File: src/rtl/wb_dest_pipe_pkg.sv
// Shared constants for the destination/write-back pipeline: forwarding select
// encodings, the hard-wired zero register and default widths.
package wb_dest_pipe_pkg;

    localparam int unsigned DATA_W_DEF = 32;
    localparam int unsigned ADDR_W_DEF = 5;

    localparam int unsigned REG_ZERO = 0;

    localparam logic [1:0] FWD_NONE  = 2'b00;
    localparam logic [1:0] FWD_EXMEM = 2'b10;
    localparam logic [1:0] FWD_MEMWB = 2'b01;

endpackage

File: src/rtl/wb_dest_pipe_fwd_select.sv
// Per-operand forwarding select; the newest producer (EX/MEM) wins over MEM/WB,
// and a load still in EX/MEM cannot forward because its data does not exist yet.
module wb_dest_pipe_fwd_select
    import wb_dest_pipe_pkg::*;
#(
    parameter int unsigned ADDR_W = ADDR_W_DEF
) (
    input  logic [ADDR_W-1:0] op_addr,
    input  logic [ADDR_W-1:0] mem_addr,
    input  logic              mem_we,
    input  logic              mem_load,
    input  logic [ADDR_W-1:0] wb_addr,
    input  logic              wb_we,
    output logic [1:0]        sel
);

    always_comb begin
        sel = FWD_NONE;
        if (op_addr != ADDR_W'(REG_ZERO)) begin
            if (mem_we && !mem_load && (mem_addr == op_addr)) begin
                sel = FWD_EXMEM;
            end else if (wb_we && (wb_addr == op_addr)) begin
                sel = FWD_MEMWB;
            end
        end
    end

endmodule

File: src/rtl/wb_dest_pipe.sv
// Carries destination address, write enable and result from EX through EX/MEM and
// MEM/WB to the register-file write port; also drives forwarding and load-use detect.
module wb_dest_pipe
    import wb_dest_pipe_pkg::*;
#(
    parameter int unsigned DATA_W = DATA_W_DEF,
    parameter int unsigned ADDR_W = ADDR_W_DEF
) (
    input  logic              clk,
    input  logic              reset,
    input  logic [ADDR_W-1:0] ex_write_addr,
    input  logic              ex_reg_write,
    input  logic              ex_mem_to_reg,
    input  logic [DATA_W-1:0] ex_alu_result,
    input  logic              ex_bubble,
    input  logic [ADDR_W-1:0] ex_rs,
    input  logic [ADDR_W-1:0] ex_rt,
    input  logic [DATA_W-1:0] mem_read_data,
    output logic [ADDR_W-1:0] mem_write_addr,
    output logic              mem_reg_write,
    output logic [DATA_W-1:0] mem_alu_result,
    output logic [ADDR_W-1:0] wb_write_addr,
    output logic              wb_reg_write,
    output logic [DATA_W-1:0] wb_write_data,
    output logic [1:0]        forward_a,
    output logic [1:0]        forward_b,
    output logic              load_use_hazard
);

    logic [ADDR_W-1:0] mem_addr_q;
    logic              mem_we_q;
    logic              mem_load_q;
    logic [DATA_W-1:0] mem_alu_q;
    logic [ADDR_W-1:0] wb_addr_q;
    logic              wb_we_q;
    logic [DATA_W-1:0] wb_data_q;

    always_ff @(posedge clk) begin
        if (reset) begin
            mem_addr_q <= '0;
            mem_we_q   <= 1'b0;
            mem_load_q <= 1'b0;
            mem_alu_q  <= '0;
            wb_addr_q  <= '0;
            wb_we_q    <= 1'b0;
            wb_data_q  <= '0;
        end else begin
            if (ex_bubble) begin
                mem_addr_q <= '0;
                mem_we_q   <= 1'b0;
                mem_load_q <= 1'b0;
                mem_alu_q  <= '0;
            end else begin
                mem_addr_q <= ex_write_addr;
                // $zero is never a real destination, so it never writes or forwards
                mem_we_q   <= ex_reg_write && (ex_write_addr != ADDR_W'(REG_ZERO));
                mem_load_q <= ex_mem_to_reg;
                mem_alu_q  <= ex_alu_result;
            end
            wb_addr_q <= mem_addr_q;
            wb_we_q   <= mem_we_q;
            wb_data_q <= mem_load_q ? mem_read_data : mem_alu_q;
        end
    end

    assign mem_write_addr = mem_addr_q;
    assign mem_reg_write  = mem_we_q;
    assign mem_alu_result = mem_alu_q;
    assign wb_write_addr  = wb_addr_q;
    assign wb_reg_write   = wb_we_q;
    assign wb_write_data  = wb_data_q;

    wb_dest_pipe_fwd_select #(
        .ADDR_W (ADDR_W)
    ) u_fwd_a (
        .op_addr  (ex_rs),
        .mem_addr (mem_addr_q),
        .mem_we   (mem_we_q),
        .mem_load (mem_load_q),
        .wb_addr  (wb_addr_q),
        .wb_we    (wb_we_q),
        .sel      (forward_a)
    );

    wb_dest_pipe_fwd_select #(
        .ADDR_W (ADDR_W)
    ) u_fwd_b (
        .op_addr  (ex_rt),
        .mem_addr (mem_addr_q),
        .mem_we   (mem_we_q),
        .mem_load (mem_load_q),
        .wb_addr  (wb_addr_q),
        .wb_we    (wb_we_q),
        .sel      (forward_b)
    );

    always_comb begin
        load_use_hazard = 1'b0;
        if (mem_we_q && mem_load_q && (mem_addr_q != ADDR_W'(REG_ZERO))) begin
            load_use_hazard = (mem_addr_q == ex_rs) || (mem_addr_q == ex_rt);
        end
    end

endmodule

File: config.mk
export PLATFORM = sky130hd
export DESIGN_NAME = wb_dest_pipe
export DESIGN_NICKNAME = d
export VERILOG_FILES = /design/src/rtl/wb_dest_pipe_pkg.sv /design/src/rtl/wb_dest_pipe_fwd_select.sv /design/src/rtl/wb_dest_pipe.sv
export SDC_FILE = /design/constraint.sdc
export NUM_CORES = 1
export LEC_CHECK = 0
export ABC_CLOCK_PERIOD_IN_PS = 2000
export CELL_PAD_IN_SITES_DETAIL_PLACEMENT = 1
export CELL_PAD_IN_SITES_GLOBAL_PLACEMENT = 2
export CORE_ASPECT_RATIO = 1.25
export CORE_MARGIN = 4
export CORE_UTILIZATION = 23
export CTS_BUF_LIST = sky130_fd_sc_hd__clkbuf_4
export DETAILED_ROUTE_END_ITERATION = 8
export PLACE_DENSITY_LB_ADDON = 0.1
export SLEW_MARGIN = 25
export SYNTH_ARGS = -nofsm -noshare
export SYNTH_HDL_FRONTEND = slang
export SYNTH_HIERARCHICAL = 1
export SYNTH_SLANG_ARGS = --single-unit
File: constraint.sdc
create_clock -name clk -period 2 [get_ports clk]
set_clock_uncertainty 0.1 [all_clocks]
set_input_delay 0.3 -clock clk [delete_from_list [all_inputs] [get_ports clk]]
set_output_delay 0.3 -clock clk [all_outputs]
set_load 0.005 [all_outputs]
==> impl_metrics.json, run 1 <==
{
  "power_density_mw_per_mm2": 635,
  "clk_pin_slew_ns": 0.11,
  "critPathCaptureType": "primary output",
  "outcome": "complete, but fails checks",
  "h-tree-depth": 3,
  "netlist_top_cells_count": "77 x dfxtp_1, 38 x and2_1, 37 x nor2_1",
  "hp-class": "input pin to flip-flop",
  "totalWireLength_mm": 9.05,
  "port_buffers": 164,
  "die_area_sq_mm": 0.0138,
  "crit_path_start_kind": "flip-flop",
  "fp-row-count": 44,
  "hold_viol": 0,
  "syn-num-nets": 337,
  "floorplan.initialDensity_pct": 23.5,
  "vias": 2434,
  "hpwl_mm": 7.14,
  "violations": "negative setup slack",
  "ios": 165,
  "whs_path_depth": 3,
  "firstDrtPassIters": 4,
  "reg2reg_to": "wb_write_data[14]",
  "grt_pass1_wl_mm": 13.8,
  "min_period_over_period_pct": 114,
  "synth_top_cell_by_area": "dfxtp_1",
  "worst_pin_slew_ns": 0.588,
  "synth-edff-count": 0,
  "syn_inst": 253,
  "clock_sinks": 77,
  "r2r_setup_slack_ns": 0.56,
  "layout_setup_ws_ns": -0.288,
  "grt_start_max_net_pins": 33,
  "ys_ff_latch": 77,
  "drive_above_1_share_pct": 14.1,
  "cts-root-buf": "clkbuf_4",
  "fin_util_pct": 42.2,
  "cts_buffers": 9,
  "fin_crit_ns": 2.29,
  "required_ns": 1.60,
  "max_slew_margin_pct": 60.8,
  "timing.fmax_ghz": 0.437,
  "min_from": "reset",
  "slew_violations": 0,
  "grt.overflow.total": 0,
  "antenna_found_initial": 1,
  "grt_util_all_layers_pct": 13.4,
  "avgSynthCellArea_sq_um": 10.9,
  "final_net_count": 529,
  "totalPowerFinal_mw": 3.13,
  "dieHeight_um": 130,
  "rr_worst_depth": 3,
  "whs_endpoint": "wb_reg_write",
  "p_leak_nw": 1.91,
  "synth_cell_types": 24,
  "reg2reg_from": "mem_load_q",
  "setup_violations": 5,
  "yosys_warnings": 6,
  "cts_tree": "done",
  "rsz0062_at_grt": "true",
  "ir_worst_vdd_mv": 0.315,
  "cp_max_fo": 3,
  "cts_max_path_buffers": 2,
  "coreArea_sq_mm": 0.0117,
  "dr.first_iter.drc_count": 44,
  "area_delta_synth_final_pct": 79.5,
  "grt_pass1_vias": 2602,
  "synth_area_leaders": "dfxtp_1 56%, mux2i_1 12%, and2_1 8.7%, xnor2_1 5.1%, nor2_1 5.1%",
  "async_flop_share_pct": 0,
  "clock_latency_ns": 0.41,
  "chipWidth_um": 106,
  "post_drt_wl_per_cell_um": 14.8,
  "crit_arrival_ns": 1.89,
  "drc_errors": 0,
  "synthFlopType": "dfxtp_1",
  "ys_seq_area_share_pct": 56.1,
  "synth_top_area_share_pct": 56.1,
  "antenna_left": 0,
  "gp_congestion": 0.754,
  "synth_area_sq_mm": 0.00275,
  "maxCapViolCount": 0,
  "worst-setup-path-type": "flip-flop to primary output",
  "synth.most_common_cell": "dfxtp_1",
  "vias_per_cell": 3.99
}
==> critical path, cell delays in order, from the launching register on <==
cell and delay (ns):
dfxtp_4 0.36, buf_6 0.11, xor2_1 0.14, nor4_1 0.30, buf_4 0.16, nand4b_1 0.10, nor4b_2 0.18, buf_2 0.13
==> layout make-up <==
| type | count | area, sq um |
|---|---|---|
| tap | 161 | 201 |
| fill | 1337 | 6740 |
| multi-input combinational | 164 | 1180 |
| clock inverter | 5 | 77.6 |
| timing repair buffer | 193 | 1840 |
| sequential | 77 | 1560 |
| antenna | 1 | 2.50 |
| clock buffer | 9 | 67.6 |
==> where the power goes <==
group	internal, mW	total [mW]	switching, mW
Sequential	1.59	1.62	0.0299
Combinational	0.342	0.506	0.164
Clock	0.490	1.00	0.512
==> worst max-delay path by stage <==
stage / startpoint / end / slack, ns / cells past startpoint
after floorplan: mem_write_addr[1] / load_use_hazard / 0.49 / 3
final: mem_write_addr[0] / forward_a[0] / -0.29 / 7
after CTS: mem_write_addr[2] / forward_a[0] / -0.34 / 7
after global routing: mem_write_addr[0] / forward_a[0] / -0.41 / 7
after detailed placement: ex_rt[2] / forward_b[0] / -0.55 / 5
after global placement: ex_rs[4] / forward_a[1] / -0.57 / 7
==> flip-flops by register name, summed over array words and instances (netlist names) <==
signal and flops:
wb_write_addr 5, mem_alu_result 32, wb_reg_write 1, mem_write_addr 5, mem_load_q 1, mem_reg_write 1
wb_write_data 32
==> repair_timing <==
item,CTS,global route
pin swaps,7,7
setup endpoints to repair,7,7
setup buffers,3,1
hold buffers,0,0
resized for setup,32,9
gates cloned,0,0
==> cells in the final DEF (no fill, tap or decap), types with 2 or more instances in the layout <==
cell and instances:
nor3_2 2, nand4_1 2, dfxtp_2 3, buf_2 5, nor2_2 2, nor4_1 2, dfxtp_1 71, dlygate4sd2_1 3
and2_1 38, xnor2_1 16, buf_6 3, clkdlybuf4s50_1 154, clkbuf_4 9, bufinv_16 2, nand3_1 2, nor2_1 35
nand2_1 2, mux2i_1 32, nand4b_1 2, or4_1 2, nor2b_1 5, dfxtp_4 3, buf_4 26, xor2_1 14
==> per-stage QoR <==
step                TNS [ns]  worst slack (ns)  hold slack (ns)  cell area [sq um]  std cells
detailed placement     -2.54            -0.547            0.381               4720        592
CTS                    -1.32            -0.341            0.200               4900        609
finish                -0.921            -0.288            0.231               4930        610
global route           -1.61            -0.411            0.208               4930        610
floorplan                  0             0.492            0.322               2750        253
global placement       -2.65            -0.565            0.370               4720        592
==> layer usage <==
layer / track usage [%] / part of all wire [%] / vias to the layer above / wire length (um)
met4: 4.95 / 1.1 / 0 / 102
met5: 0 / 0 / - / 0
met1: 13.6 / 37 / 1130 / 3310
met2: 23.2 / 52 / 91 / 4700
li1: - / - / 1206 / -
met3: 7.22 / 10 / 7 / 939
==> cell families after synthesis <==
family                    after synthesis  share of synthesized area [%]
and+or+nand+nor                        99                           19.4
DFF                                    77                           56.1
muxes                                  32                           11.7
xor gates and xnor gates               30                           9.57
buffers and inverters                  12                           2.23
AOI/OAI and AO/OA                       3                           1.00
(Power assumes the default switching activity.)
==> run 2, diff against run 1 <==
ABC_CLOCK_PERIOD_IN_PS = not set   (was 2000)
==> results of run 2 <==
Same layout as run 1: the final DEF is identical, and so are final timing and power.
